**src/rtl/fifo_uart_pkg.sv**
```systemverilog
`default_nettype none
// ============================================================================
// Module   : fifo_uart_pkg
// Purpose  : Shared definitions for the FIFO-draining UART transmitter:
//            FSM state encoding, parity mode constants and a helper that
//            returns the number of bit times in one frame.
// Ports    : (package, no ports)
// Revision : 1.0 - initial release
// ============================================================================
package fifo_uart_pkg;

  // FSM state encoding, 3 bits wide.
  localparam logic [2:0] ST_IDLE  = 3'd0;
  localparam logic [2:0] ST_FETCH = 3'd1;
  localparam logic [2:0] ST_START = 3'd2;
  localparam logic [2:0] ST_DATA  = 3'd3;
  localparam logic [2:0] ST_PAR   = 3'd4;
  localparam logic [2:0] ST_STOP  = 3'd5;

  typedef enum logic [2:0] {
    S_IDLE  = ST_IDLE,
    S_FETCH = ST_FETCH,
    S_START = ST_START,
    S_DATA  = ST_DATA,
    S_PAR   = ST_PAR,
    S_STOP  = ST_STOP
  } state_e;

  // Parity modes.
  localparam int PARITY_NONE = 0;
  localparam int PARITY_EVEN = 1;
  localparam int PARITY_ODD  = 2;

  // Number of bit times in one frame: start + data + optional parity + stop(s).
  function automatic int frame_bits(input int data_width,
                                    input int parity,
                                    input int stop_bits);
    return 1 + data_width + ((parity != PARITY_NONE) ? 1 : 0) + stop_bits;
  endfunction

endpackage
`default_nettype wire

```
**src/rtl/fifo_uart_tx_bit_timer.sv**
```systemverilog
`default_nettype none
// ============================================================================
// Module   : uart_bit_timer
// Purpose  : Bit-period timer. Counts 0..CLKS_PER_BIT-1 while run is high and
//            pulses bit_tick on the last count of each bit period. Held at
//            zero while run is low so every frame starts on a fresh period.
// Ports    : clk_i     - clock
//            resetn_i  - synchronous active-low reset
//            run       - count enable; clears the counter when low
//            bit_tick  - one-cycle pulse at count CLKS_PER_BIT-1
// Revision : 1.0 - initial release
// ============================================================================
module uart_bit_timer #(
  parameter int CLKS_PER_BIT = 16
) (
  input  logic clk_i,
  input  logic resetn_i,
  input  logic run,
  output logic bit_tick
);

  localparam int                 CNT_W    = (CLKS_PER_BIT > 1) ? $clog2(CLKS_PER_BIT) : 1;
  localparam logic [CNT_W-1:0]   CNT_LAST = CNT_W'(CLKS_PER_BIT - 1);

  logic [CNT_W-1:0] count_q;
  logic [CNT_W-1:0] count_d;

  always_comb begin
    count_d = '0;
    if (run && (count_q != CNT_LAST)) begin
      count_d = count_q + CNT_W'(1);
    end
  end

  always_ff @(posedge clk_i) begin
    if (!resetn_i) begin
      count_q <= '0;
    end else begin
      count_q <= count_d;
    end
  end

  assign bit_tick = run && (count_q == CNT_LAST);

endmodule
`default_nettype wire

```
**src/rtl/fifo_uart_tx.sv**
```systemverilog
`default_nettype none
// ============================================================================
// Module   : fifo_uart_tx
// Purpose  : Drains bytes from a fifo_sync read port and serialises each one
//            onto a UART TX line (8N1 / 8E1 / 8O1, one or two stop bits).
// Ports    : clk_i       - clock, all logic on posedge
//            resetn_i    - synchronous active-low reset
//            enable_i    - permits starting new frames
//            fifo_empty  - FIFO empty flag
//            fifo_data   - FIFO read data
//            fifo_r_en   - single-cycle pop strobe to the FIFO
//            tx_o        - UART line, idle high
//            busy_o      - high from the pop cycle through the last stop bit
// Revision : 1.0 - initial release
// ============================================================================
module fifo_uart_tx
  import fifo_uart_pkg::*;
#(
  parameter int DATA_WIDTH   = 8,
  parameter int CLKS_PER_BIT = 16,
  parameter int RD_LATENCY   = 1,
  parameter int PARITY       = 0,
  parameter int STOP_BITS    = 1
) (
  input  logic                  clk_i,
  input  logic                  resetn_i,
  input  logic                  enable_i,
  input  logic                  fifo_empty,
  input  logic [DATA_WIDTH-1:0] fifo_data,
  output logic                  fifo_r_en,
  output logic                  tx_o,
  output logic                  busy_o
);

  localparam int               IDX_W    = $clog2(DATA_WIDTH);
  localparam logic [IDX_W-1:0] IDX_LAST = IDX_W'(DATA_WIDTH - 1);
  localparam logic             PAR_INV  = (PARITY == PARITY_ODD) ? 1'b1 : 1'b0;

  state_e                 state_q,    state_d;
  logic [DATA_WIDTH-1:0]  shift_q,    shift_d;
  logic [IDX_W-1:0]       bit_idx_q,  bit_idx_d;
  logic                   stop_idx_q, stop_idx_d;
  logic                   parity_q,   parity_d;
  logic                   tx_q,       tx_d;

  logic pop;
  logic timer_run;
  logic bit_tick;

  // The pop strobe is decoded from the registered state so that it is high
  // in exactly the IDLE cycle that decides to start a frame. Gating with
  // resetn_i keeps a byte from being popped in a cycle whose state is about
  // to be discarded by reset.
  assign pop = resetn_i && enable_i && !fifo_empty && (state_q == S_IDLE);

  // The timer only runs while bits are on the line, so START always begins
  // on a fresh bit period.
  assign timer_run = (state_q == S_START) || (state_q == S_DATA) ||
                     (state_q == S_PAR)   || (state_q == S_STOP);

  uart_bit_timer #(
    .CLKS_PER_BIT (CLKS_PER_BIT)
  ) u_bit_timer (
    .clk_i    (clk_i),
    .resetn_i (resetn_i),
    .run      (timer_run),
    .bit_tick (bit_tick)
  );

  always_comb begin
    state_d    = state_q;
    shift_d    = shift_q;
    bit_idx_d  = bit_idx_q;
    stop_idx_d = stop_idx_q;
    parity_d   = parity_q;
    tx_d       = tx_q;

    case (state_q)
      S_IDLE: begin
        tx_d = 1'b1;
        if (pop) begin
          if (RD_LATENCY == 0) begin
            shift_d  = fifo_data;
            parity_d = 1'b0;
            tx_d     = 1'b0;
            state_d  = S_START;
          end else begin
            state_d  = S_FETCH;
          end
        end
      end

      S_FETCH: begin
        shift_d  = fifo_data;
        parity_d = 1'b0;
        tx_d     = 1'b0;
        state_d  = S_START;
      end

      S_START: begin
        if (bit_tick) begin
          state_d   = S_DATA;
          bit_idx_d = '0;
          tx_d      = shift_q[0];
          parity_d  = shift_q[0];
        end
      end

      // tx_q always holds shift_q[0]; the next bit to send is shift_q[1].
      // The parity accumulator folds in each bit as it goes onto the line.
      S_DATA: begin
        if (bit_tick) begin
          if (bit_idx_q == IDX_LAST) begin
            if (PARITY != PARITY_NONE) begin
              state_d = S_PAR;
              tx_d    = parity_q ^ PAR_INV;
            end else begin
              state_d    = S_STOP;
              tx_d       = 1'b1;
              stop_idx_d = 1'b0;
            end
          end else begin
            bit_idx_d = bit_idx_q + IDX_W'(1);
            shift_d   = shift_q >> 1;
            tx_d      = shift_q[1];
            parity_d  = parity_q ^ shift_q[1];
          end
        end
      end

      S_PAR: begin
        if (bit_tick) begin
          state_d    = S_STOP;
          tx_d       = 1'b1;
          stop_idx_d = 1'b0;
        end
      end

      S_STOP: begin
        if (bit_tick) begin
          if ((STOP_BITS == 2) && !stop_idx_q) begin
            stop_idx_d = 1'b1;
          end else begin
            state_d = S_IDLE;
            tx_d    = 1'b1;
          end
        end
      end

      default: begin
        state_d = S_IDLE;
        tx_d    = 1'b1;
      end
    endcase
  end

  always_ff @(posedge clk_i) begin
    if (!resetn_i) begin
      state_q    <= S_IDLE;
      shift_q    <= '0;
      bit_idx_q  <= '0;
      stop_idx_q <= 1'b0;
      parity_q   <= 1'b0;
      tx_q       <= 1'b1;
    end else begin
      state_q    <= state_d;
      shift_q    <= shift_d;
      bit_idx_q  <= bit_idx_d;
      stop_idx_q <= stop_idx_d;
      parity_q   <= parity_d;
      tx_q       <= tx_d;
    end
  end

  assign fifo_r_en = pop;
  assign tx_o      = tx_q;
  // busy covers the pop cycle itself, before the state register has moved.
  assign busy_o    = (state_q != S_IDLE) || pop;

endmodule
`default_nettype wire

```
**config.mk**
```make
export PLATFORM = sky130hd
export DESIGN_NAME = fifo_uart_tx
export DESIGN_NICKNAME = d
export VERILOG_FILES = /design/src/rtl/fifo_uart_pkg.sv /design/src/rtl/fifo_uart_tx_bit_timer.sv /design/src/rtl/fifo_uart_tx.sv
export SDC_FILE = /design/constraint.sdc
export NUM_CORES = 1
export LEC_CHECK = 0
export CELL_PAD_IN_SITES_DETAIL_PLACEMENT = 1
export CELL_PAD_IN_SITES_GLOBAL_PLACEMENT = 2
export CORE_MARGIN = 4
export CORE_UTILIZATION = 23
export DETAILED_ROUTE_END_ITERATION = 7
export GPL_TIMING_DRIVEN = 0
export PLACE_DENSITY = 0.69
export SLEW_MARGIN = 20
export SYNTH_ARGS = -nofsm -noshare
export SYNTH_HDL_FRONTEND = slang
export SYNTH_HIERARCHICAL = 1
export SYNTH_SLANG_ARGS = --single-unit
```
**constraint.sdc**
```tcl
create_clock -name clk_i -period 3.6 [get_ports clk_i]
set_clock_uncertainty 0.2 [all_clocks]
set_input_delay 1.08 -clock clk_i [delete_from_list [all_inputs] [get_ports clk_i]]
set_output_delay 1.08 -clock clk_i [all_outputs]
set_load 0.05 [all_outputs]
```
* Word-level counts from Yosys, hierarchy flattened
Cells that the tools add are included.
** Word-level totals
- Bits in registers :: 19
- Bits of input ports :: 12
** Operators by class
- Add/subtract/negate cells :: 2
- Equality and inequality tests :: 16
- Muxes and demuxes :: 18
- Reductions and logical operators :: 20
** Operators with widths (count)
- $mux 3 :: 8
- $pmux 3 s6 :: 1
- $mux 8 :: 2
- $pmux 8 s2 :: 1
- $ne 2x2->1 const B :: 6
- $eq 3x3->1 const B :: 3
- $eq 3x2->1 const B :: 2
- $pmux 3 s2 :: 1
- $reduce_and 3->1 :: 2
- $reduce_and 6->1 :: 1
- $logic_and 1x1->1 :: 5
- $add 4x1->4 const B :: 1
- $eq 4x4->1 const B :: 1
- $logic_or 1x1->1 :: 4
- $mux 1 :: 4
- $ne 2x1->1 const B :: 2
- $ne 4x4->1 const B :: 1
- $pmux 1 s4 :: 1
- $reduce_and 4->1 :: 1
- $reduce_bool 2->1 :: 2
- $add 3x1->3 const B :: 1
- $eq 3x1->1 const B :: 1
- $logic_not 3->1 :: 1
- $reduce_bool 3->1 :: 1
- other kinds (3) :: 3

* Longest topological paths before layout
Gate-level depths: netlist of the first run.
- Depth in word-level cells :: 7
- Mapped depth :: 11

* Modules after synthesis
Netlist of the first run, hierarchy kept.
** By module, submodules not included
- fifo_uart_tx :: instances 1, cells each 93, area an instance 825.8 um^2, seq. area each 300.3 um^2
- uart_bit_timer :: instances 1, cells each 17, area an instance 156.4 um^2, seq. area each 80.1 um^2

* Worst setup path before layout of the first run
OpenSTA, ideal clock, no wires.
- Kind :: input port to output port
- Start :: in fifo_empty
- End :: out fifo_r_en
- Arrival :: 2.849 ns
- Slack :: -0.529 ns
- Cell stages on the path :: 2
- Cell sequence :: nand2b_1 -> nor4b_1
** On the way
- Cells in the longest elaborated chain, start to end :: 3
** RTL lines
- start: declaration :: RTL line fifo_uart_tx.sv:28 : input logic fifo_empty,
- $logic_not 1->1 :: RTL line fifo_uart_tx.sv:54 : assign pop = resetn_i && enable_i && !fifo_empty && (state_q == S_IDLE);
- $logic_and 1x1->1 (2 in a row) :: RTL line fifo_uart_tx.sv:54
- end: declaration :: RTL line fifo_uart_tx.sv:30 : output logic fifo_r_en,
No other way between the ends.

* Worst setup path after layout of the first run
Same ends and word-level chain as after synthesis.

==> key figures, run 1 <==
Status
  – Status: complete, no violations

Worst hold path
  – Worst Hold Path EP: u_bit_timer/count_q[0]
  – Hold path cells: 1
  – Hold Crit Start: u_bit_timer/count_q[0]
  – Worst Hold Class: reg -> reg

Drt
  – Initial DRC Count: 9
  – Drt pass-1 iters: 4
  – Via count: 843
  – Vias per cell: 4.74
  – WL/cell: 12.3 um
  – WL final: 2200 um
  – Drc violations: 0
  – Antenna Nets Post-Route: 0

Setup path
  – Slowest stage delay, CP: 390 ps
  – Reg-to-Reg Start: state_q[2]
  – Delay-heaviest family, CP: buffers and inverters
  – Worst reg2reg path depth: 11
  – Worst setup path category: in -> out
  – Crit path cell chain: clkdlybuf4s50_1 > nand2b_1 > nor4b_2 > buf_4
  – Setup crit end kind: output port
  – Crit path buf inv count: 2
  – Startpoint Class: input port
  – Arr. time, crit path: 2110 ps
  – Critical R2R Capture: shift_q[5]
  – Max FO, Critical Path: 3
  – CP required: 2320 ps
  – R2R setup slack: 1410 ps
  – CP max-delay cell: clkdlybuf4s50_1

Layout
  – Commonest cells after routing, fill and taps aside: 19 x dfxtp_1, 12 x nor2_1, 11 x clkdlybuf4s50_1
  – Final instance area: 0.00123 mm2
  – Seq. cell area: 380 um2
  – Fillers: 473
  – Area added between synthesis and finish: 25.5%
  – Share of layout cells above drive strength 1: 15.6%
  – Multi-input logic area: 538 um2
  – Number of diodes: 0
  – Commonest non-fill, non-tap cell in the layout: dfxtp_1
  – Fin nets: 144

Clock tree
  – Clk root buf: clkbuf_8
  – CTS sink count: 19
  – H-tree levels: 1
  – Clock Latency Late Sink: 260 ps
  – Bufs on Longest Clock Path: 2
  – Cts bufs inserted: 3
  – CTS tree: done
  – Reg clk slew, reported paths: 70 ps

STA
  – Tmin final: 3390 ps
  – Slew Limit Fails: 0
  – Tcrit/Tclk final: 94.3%
  – Slew @ Worst Pin: 524 ps
  – RSZ-0062 raised after global routing: no
  – Hold WS: 253 ps
  – Slew headroom: 65.0%
  – Worst Setup Slack, final: 206 ps
  – Count of final hold-check violations: 0
  – Setup TNS: 0 ps
  – Fmax: 295 MHz
  – Final setup fails: 0

Global routing
  – Pin count of the biggest net entering global routing: 12
  – Number of global-route vias before repair: 852
  – First-pass GRT wire length: 4010 um
  – Overall Global Routing Usage: 9.57%
  – Initial antenna violation count: 0
  – Grt ovf: 0

Floorplanning
  – Die X: 73.4 um
  – # IOs: 15
  – Die height: 73.4 um
  – Die ar.: 0.00538 mm2
  – Starting Density: 24.2%
  – FP Rows: 23
  – Core area: 0.00406 mm2

Logic synthesis
  – Yosys reg bits: 19
  – Syn_nets: 125
  – Ys Warns: 6
  – Yosys cell types: 33
  – Post-synth top area cell: dfxtp_1
  – Mean post-synth cell area: 8.93 um2
  – Mapped cell area: 982 um2
  – Top cells by area, synth: dfxtp_1 39%, mux2i_1 7.1%, a211oi_1 5.4%, nor2_1 4.6%, ha_1 3.8%
  – Mapped Cells: 110
  – Area fraction of the dominant cell type after synthesis: 38.7%
  – Sequential-to-total area share from yosys stat: 38.7%

Power and ir drop
  – VDD IR max: 139 uV
  – Tot Pwr: 0.000439 W
  – PwrDens: 356 mW/mm2
  – Leak Pwr: 0.441 nW

Placement
  – DP Wirelength: 1670 um
  – Placed cell area: 0.00119 mm2
  – # port buffers: 14
  – GP Congestion: 0.692
  – DP Worst Slack: -568 ps

Run
  – Max cap viols: 0
-- what timing repair did --
item                                   in CTS  in global routing
setup buffers                               0                  0
hold buffers                                0                  0
setup endpoints to repair                   2                  1
gates cloned                                0                  0
resized for setup                          12                  2
endpoints found under the hold margin       0                  0
-- flip-flops by register name, summed over array words and instances, names as in the netlist --
name and count:
tx_o 1, bit_idx_q 3, u_bit_timer/count_q 4, shift_q 8, state_q 3
-- worst register-to-register path, delay by kind of cell (launching register included) --
kind            cells  cell delay [ps]
buf+inv             4              600
flops               1              300
simple gates        5              550
compound gates      2              450
-- synth_stat cells --
| cell | instances |
|---|---|
| a211o_1 | 1 |
| a211oi_1 | 7 |
| a21oi_1 | 7 |
| a21oi_4 | 1 |
| a22oi_1 | 1 |
| a41oi_1 | 1 |
| and3_1 | 1 |
| and4_1 | 1 |
| buf_2 | 2 |
| buf_4 | 3 |
| buf_6 | 1 |
| clkbuf_1 | 1 |
| dfxtp_1 | 19 |
| ha_1 | 3 |
| inv_1 | 6 |
| mux2i_1 | 7 |
| nand2_1 | 8 |
| nand2b_1 | 5 |
| nand2b_4 | 1 |
| nand3_1 | 3 |
| nand3_4 | 1 |
| nor2_1 | 12 |
| nor2_2 | 1 |
| nor2b_4 | 1 |
| nor3_1 | 1 |
| nor4_1 | 1 |
| nor4b_1 | 1 |
| nor4bb_1 | 1 |
| o211ai_1 | 1 |
| o21ai_0 | 5 |
| or3_1 | 3 |
| or3b_2 | 1 |
| xor2_1 | 2 |
-- metrics by stage --
step	util, %	instances
2_1_floorplan	-	110
3_3_place_gp	29.4	174
3_5_place_dp	29.4	174
4_1_cts	30.3	178
5_1_grt	30.4	178
6_report	30.4	178
-- power by group --
part	switching, W	internal [W]
logic	0.0000342	0.0000298
clock network	0.0000761	0.0000771
registers	0.00000409	0.000217
total	0.000114	0.000324
-- kinds of logic after synthesis --
family / Yosys count / synth area share (%)
simple gates: 42 / 25.0
compound gates: 24 / 16.4
flops: 19 / 38.7
buf+inv: 13 / 7.13
mux: 7 / 7.13
fa+ha+maj: 3 / 3.82
xor+xnor: 2 / 1.78
-- layout make-up --
type                            instances  area share, %
Sequential cell                        19           30.9
Clock inverter                          1          0.406
Tap cell                               50           5.08
Timing Repair Buffer                   14           11.0
Inverter                                6           1.83
Clock buffer                            3           3.35
Multi-Input combinational cell         78           43.7
Buffer                                  7           3.86
-- per-layer routing --
layer	track usage, %	vias to the layer above	routed length (um)
met5	0	-	0
met4	4.83	0	44
met3	2.60	4	100
met2	14.7	16	1010
met1	12.3	400	1050
li1	-	423	-
-- how the worst max path moves through the flow --
stage | start | end | slack [ps] | cells past startpoint
after global placement | resetn_i | fifo_r_en | -590 | 4
after floorplan | fifo_empty | fifo_r_en | 150 | 2
after CTS | resetn_i | fifo_r_en | 8 | 4
after global routing | fifo_empty | fifo_r_en | 140 | 4
final | fifo_empty | fifo_r_en | 210 | 4
after detailed placement | resetn_i | fifo_r_en | -570 | 4
No activity file was read; power rests on OpenSTA's default activity.
==> inputs of run 2 (changes only) <==
--- a/config.mk
+++ b/config.mk
@@ -10,8 +10,9 @@
 export CORE_MARGIN = 4
 export CORE_UTILIZATION = 23
 export DETAILED_ROUTE_END_ITERATION = 7
+export DONT_BUFFER_PORTS = 1
 export GPL_TIMING_DRIVEN = 0
-export PLACE_DENSITY = 0.69
+export PLACE_DENSITY = 0.62
 export SLEW_MARGIN = 20
 export SYNTH_ARGS = -nofsm -noshare
 export SYNTH_HDL_FRONTEND = slang
==> key figures, run 2 (synthesis gave the netlist of run 1 again) <==
Status
  – Status: complete, no violations

STA
  – Slew Limit Fails: 0
  – Setup TNS: 0 ps
  – Slew @ Worst Pin: 953 ps
  – Slew headroom: 36.0%
  – RSZ-0062 raised after global routing: no
  – Tmin final: 3310 ps
  – Fmax: 302 MHz
  – Count of final hold-check violations: 0
  – Tcrit/Tclk final: 92.1%
  – Final setup fails: 0
  – Worst Setup Slack, final: 286 ps

Worst hold path
  – Hold path cells: 1
  – Worst Hold Class: reg -> reg

Layout
  – Seq. cell area: 380 um2
  – Fillers: 475
  – Largest register by flop count: shift_q
  – Share of layout cells above drive strength 1: 14.0%
  – Number of diodes: 0
  – Regs by FF count: shift_q (8), u_bit_timer/count_q (4)
  – Commonest cells after routing, fill and taps aside: 19 x dfxtp_1, 12 x nor2_1, 8 x nand2_1
  – Fin nets: 130
  – Final core occ: 27.2%
  – Commonest non-fill, non-tap cell in the layout: dfxtp_1
  – Area added between synthesis and finish: 12.5%
  – Max reg flops: 8
  – Multi-input logic area: 547 um2

Setup path
  – Worst setup path category: in -> out
  – R2R setup slack: 1420 ps
  – CP max-delay cell: o21ai_1
  – Startpoint Class: input port
  – Crit. Startpoint: fifo_empty
  – Delay-heaviest family, CP: compound AO/OA/AOI/OAI gates
  – Max FO, Critical Path: 3
  – Worst reg2reg path depth: 11
  – Reg-to-Reg Start: state_q[2]
  – Critical path depth in cells: 2
  – Crit path buf inv count: 0
  – Setup crit end kind: output port
  – Arr. time, crit path: 2030 ps
  – Critical Path End: busy_o
  – Critical R2R Capture: shift_q[5]
  – Crit path cell chain: nand2b_1 > o21ai_1
  – Slowest stage delay, CP: 770 ps
  – CP required: 2320 ps

Global routing
  – Pin count of the biggest net entering global routing: 11
  – Grt ovf: 0
  – First-pass GRT wire length: 3920 um
  – Initial antenna violation count: 0
  – Number of global-route vias before repair: 837
  – Overall Global Routing Usage: 9.05%

Drt
  – WL final: 2160 um
  – Drt pass-1 iters: 3
  – Antenna Nets Post-Route: 0
  – Drc violations: 0
  – Via count: 776
  – WL/cell: 13.2 um
  – Vias per cell: 4.73
  – Initial DRC Count: 3

Clock tree
  – Cts bufs inserted: 3
  – Setup repair bufs after CTS: 0
  – Clock Latency Late Sink: 250 ps
  – Clk root buf: clkbuf_8
  – Bufs on Longest Clock Path: 2
  – CTS tree: done
  – Post-CTS sizing: 0
  – H-tree levels: 1
  – Hold Buf Count CTS: 0
  – Reg clk slew, reported paths: 70 ps
  – CTS sink count: 19

Placement
  – GP Congestion: 0.780
  – # port buffers: 0
  – DP Wirelength: 1680 um
  – DP Worst Slack: 76.5 ps

Floorplanning
  – # IOs: 15
  – Die height: 73.4 um
  – FP Rows: 23
  – Core area: 0.00406 mm2
  – Starting Density: 24.2%
  – Die X: 73.4 um
  – Die ar.: 0.00538 mm2

Run
  – Max cap viols: 0

Power and ir drop
  – Leak Pwr: 0.379 nW
  – PwrDens: 383 mW/mm2
  – VDD IR max: 132 uV
[run 2: changes by cell type in the layout (fill, tap and decap cells not counted), sizes merged]
cell           previous run  this run
buf                       8         6
dlymetal6s2s              1         0
clkdlybuf4s50            11         0
clkbuf                    4         5
clkinv                    1         0
[run 2: where the power goes]
part / total [W] / leakage (nW) / switching (W) / internal (W)
Sequential: 0.000223 / 0.154 / 0.00000547 / 0.000217
Combinational: 0.0000496 / 0.202 / 0.0000313 / 0.0000183
Clock: 0.000151 / 0.0228 / 0.0000722 / 0.0000786
Total: 0.000423 / 0.379 / 0.000109 / 0.000314
[run 2: through the flow]
stage                     cells  total power, W  area, um2  hold WS (ps)
after floorplan             110        0.000267        988           218
after global placement      160        0.000275       1050           229
after detailed placement    160        0.000277       1050           246
after CTS                   164        0.000429       1100           264
after global routing        164        0.000443       1100           291
final                       164        0.000423       1100           254
[run 2: how the worst min path moves through the flow]
stage	startpoint	endpoint	slack, ps
detailed placement	u_bit_timer/count_q[0]	u_bit_timer/count_q[0]	250
finish	u_bit_timer/count_q[0]	u_bit_timer/count_q[0]	250
CTS	u_bit_timer/count_q[0]	u_bit_timer/count_q[0]	260
global route	u_bit_timer/count_q[0]	u_bit_timer/count_q[0]	290
floorplan	u_bit_timer/count_q[0]	u_bit_timer/count_q[0]	220
global placement	u_bit_timer/count_q[0]	u_bit_timer/count_q[0]	230
[run 2: final cells by class]
class / count / area share, %
flip-flops and latches: 19 / 34.4
plain buffers: 7 / 4.30
multi-input cells: 78 / 49.5
clock buffers: 4 / 4.08
inverters: 6 / 2.04
well taps: 50 / 5.66
[run 2: worst register-to-register path, stage by stage (launching register included)]
cell,delay [ps]
dfxtp_1,300
buf_4,170
nand2b_1,190
nand2_1,120
inv_1,50
nor2_1,90
buf_4,180
nand2b_1,110
a21oi_4,220
buf_4,200
nor2_1,60
a211oi_1,200
[run 2: metal layers]
layer  vias to the layer above  track usage [%]  share of wire, %
met2                        13             14.0                44
met3                         2             2.19               4.2
met1                       365             12.5                51
li1                        396                -                 -
met5                         -                0                 0
met4                         0             2.41              0.46
==> inputs of run 3 (changes only) <==
--- a/config.mk
+++ b/config.mk
@@ -9,11 +9,12 @@
 export CELL_PAD_IN_SITES_GLOBAL_PLACEMENT = 2
 export CORE_MARGIN = 4
 export CORE_UTILIZATION = 23
+export CTS_CLUSTER_DIAMETER = 60
 export DETAILED_ROUTE_END_ITERATION = 7
 export DONT_BUFFER_PORTS = 1
 export GPL_TIMING_DRIVEN = 0
 export PLACE_DENSITY = 0.62
-export SLEW_MARGIN = 20
+export SLEW_MARGIN = 40
 export SYNTH_ARGS = -nofsm -noshare
 export SYNTH_HDL_FRONTEND = slang
 export SYNTH_HIERARCHICAL = 1
==> key figures, run 3 (synthesis gave the netlist of run 1 again) <==
Power and ir drop
  – VDD IR max: 125 uV
  – Reg power frac: 52.5%
  – Internal power: 0.000315 W
  – Clock Power Share: 35.6%
  – Power share of the combinational group: 11.9%
  – Leak Pwr: 0.381 nW
  – Switching part of the total: 25.9%
  – Tot Pwr: 0.000425 W
  – PwrDens: 383 mW/mm2
  – Net switching power: 0.000110 W

Clock tree
  – Clock Latency Late Sink: 250 ps
  – Clk root buf: clkbuf_8
  – Cts bufs inserted: 3
  – Hold Buf Count CTS: 0
  – CTS sink count: 19
  – Setup repair bufs after CTS: 0
  – CTS tree: done
  – Post-CTS sizing: 0
  – Reg clk slew, reported paths: 70 ps
  – H-tree levels: 1
  – Bufs on Longest Clock Path: 2

Floorplanning
  – # IOs: 15
  – Die height: 73.4 um
  – Die X: 73.4 um
  – Starting Density: 24.2%
  – Core area: 0.00406 mm2
  – Die ar.: 0.00538 mm2
  – FP Rows: 23

STA
  – Setup TNS: 0 ps
  – Slew Limit Fails: 0
  – RSZ-0062 raised after global routing: no
  – Hold WS: 258 ps
  – Count of final hold-check violations: 0
  – Fmax: 309 MHz
  – Final setup fails: 0
  – Tcrit/Tclk final: 89.8%
  – Tmin final: 3230 ps
  – Slew @ Worst Pin: 754 ps
  – Slew headroom: 49.5%

Layout
  – Max reg flops: 8
  – Commonest non-fill, non-tap cell in the layout: dfxtp_1
  – Non-Filler Instances: 164
  – Regs by FF count: shift_q (8), u_bit_timer/count_q (4)
  – Share of layout cells above drive strength 1: 14.9%
  – Largest register by flop count: shift_q
  – Commonest cells after routing, fill and taps aside: 19 x dfxtp_1, 12 x nor2_1, 8 x nand2_1
  – Fin nets: 130
  – Final core occ: 27.3%
  – Area added between synthesis and finish: 12.9%
  – Number of diodes: 0

Worst hold path
  – Hold path cells: 1
  – Worst Hold Class: reg -> reg
  – Hold Crit Start: u_bit_timer/count_q[0]
  – Worst Hold Path EP: u_bit_timer/count_q[0]

Drt
  – Vias per cell: 4.80
  – Via count: 787
  – WL final: 2230 um
  – WL/cell: 13.6 um
  – Drc violations: 0
  – Antenna Nets Post-Route: 0
  – Drt pass-1 iters: 3
  – Initial DRC Count: 41

Setup path
  – R2R setup slack: 1390 ps
  – Crit path cell chain: nand2b_1 > nor4b_4
  – Setup crit end kind: output port
  – Reg-to-Reg Start: state_q[2]
  – Worst setup path category: in -> out
  – Critical R2R Capture: shift_q[6]
  – Startpoint Class: input port
  – Delay-heaviest family, CP: simple AND/OR/NAND/NOR gates
  – Arr. time, crit path: 1950 ps
  – Crit path buf inv count: 0
  – CP max-delay cell: nor4b_4
  – Slowest stage delay, CP: 670 ps
  – Max FO, Critical Path: 3
  – Worst reg2reg path depth: 11
  – CP required: 2320 ps

Placement
  – Count of placed standard cells including taps: 160
  – GP Congestion: 0.780
  – # port buffers: 0
  – DP Wirelength: 1720 um

Global routing
  – Initial antenna violation count: 0
  – Grt ovf: 0
  – Number of global-route vias before repair: 860
  – Pin count of the biggest net entering global routing: 11
  – Overall Global Routing Usage: 9.45%
  – First-pass GRT wire length: 4000 um

Status
  – Status: complete, no violations

Run
  – Max cap viols: 0
==> run 3: cell count changes in the layout (fill, tap and decap cells not counted) <==
cell,change
o21ai_2,+1
o21ai_1,-1
==> run 3: cell type report <==
class | instances | area (um2)
buffer | 7 | 47.5
clock buffer | 4 | 45.0
fill | 476 | 2950
inverter | 6 | 22.5
multi-input combinational | 78 | 551
sequential | 19 | 380
tap | 50 | 62.6
==> run 3: stage by stage <==
stage,instance area [um2],setup WS (ps)
3_3_place_gp,1050,108
5_1_grt,1110,346
3_5_place_dp,1060,366
2_1_floorplan,988,149
6_report,1110,368
4_1_cts,1110,365
==> run 3: worst max path at each step <==
stage               startpoint        end  slack, ps  cells past startpoint
detailed placement  fifo_empty  fifo_r_en        370                      2
global placement    fifo_empty  fifo_r_en        110                      2
CTS                 fifo_empty  fifo_r_en        360                      2
floorplan           fifo_empty  fifo_r_en        150                      2
global route        fifo_empty  fifo_r_en        350                      2
finish              fifo_empty  fifo_r_en        370                      2
==> run 3: layer usage <==
layer  up-vias  wire (um)  GRT usage, %
met5         -          0             0
met4         0         24          3.02
met3         4         95          2.05
met2        15        985          15.0
met1       375       1130          12.7
li1        393          -             -
==> run 3: power by group through the flow <==
stage               clock network, W  registers [W]  logic (W)
CTS                         0.000157       0.000223  0.0000513
finish                      0.000151       0.000223  0.0000504
detailed placement                 0       0.000228  0.0000513
global placement                   0       0.000227  0.0000475
global route                0.000166       0.000224  0.0000558
floorplan                          0       0.000227  0.0000408
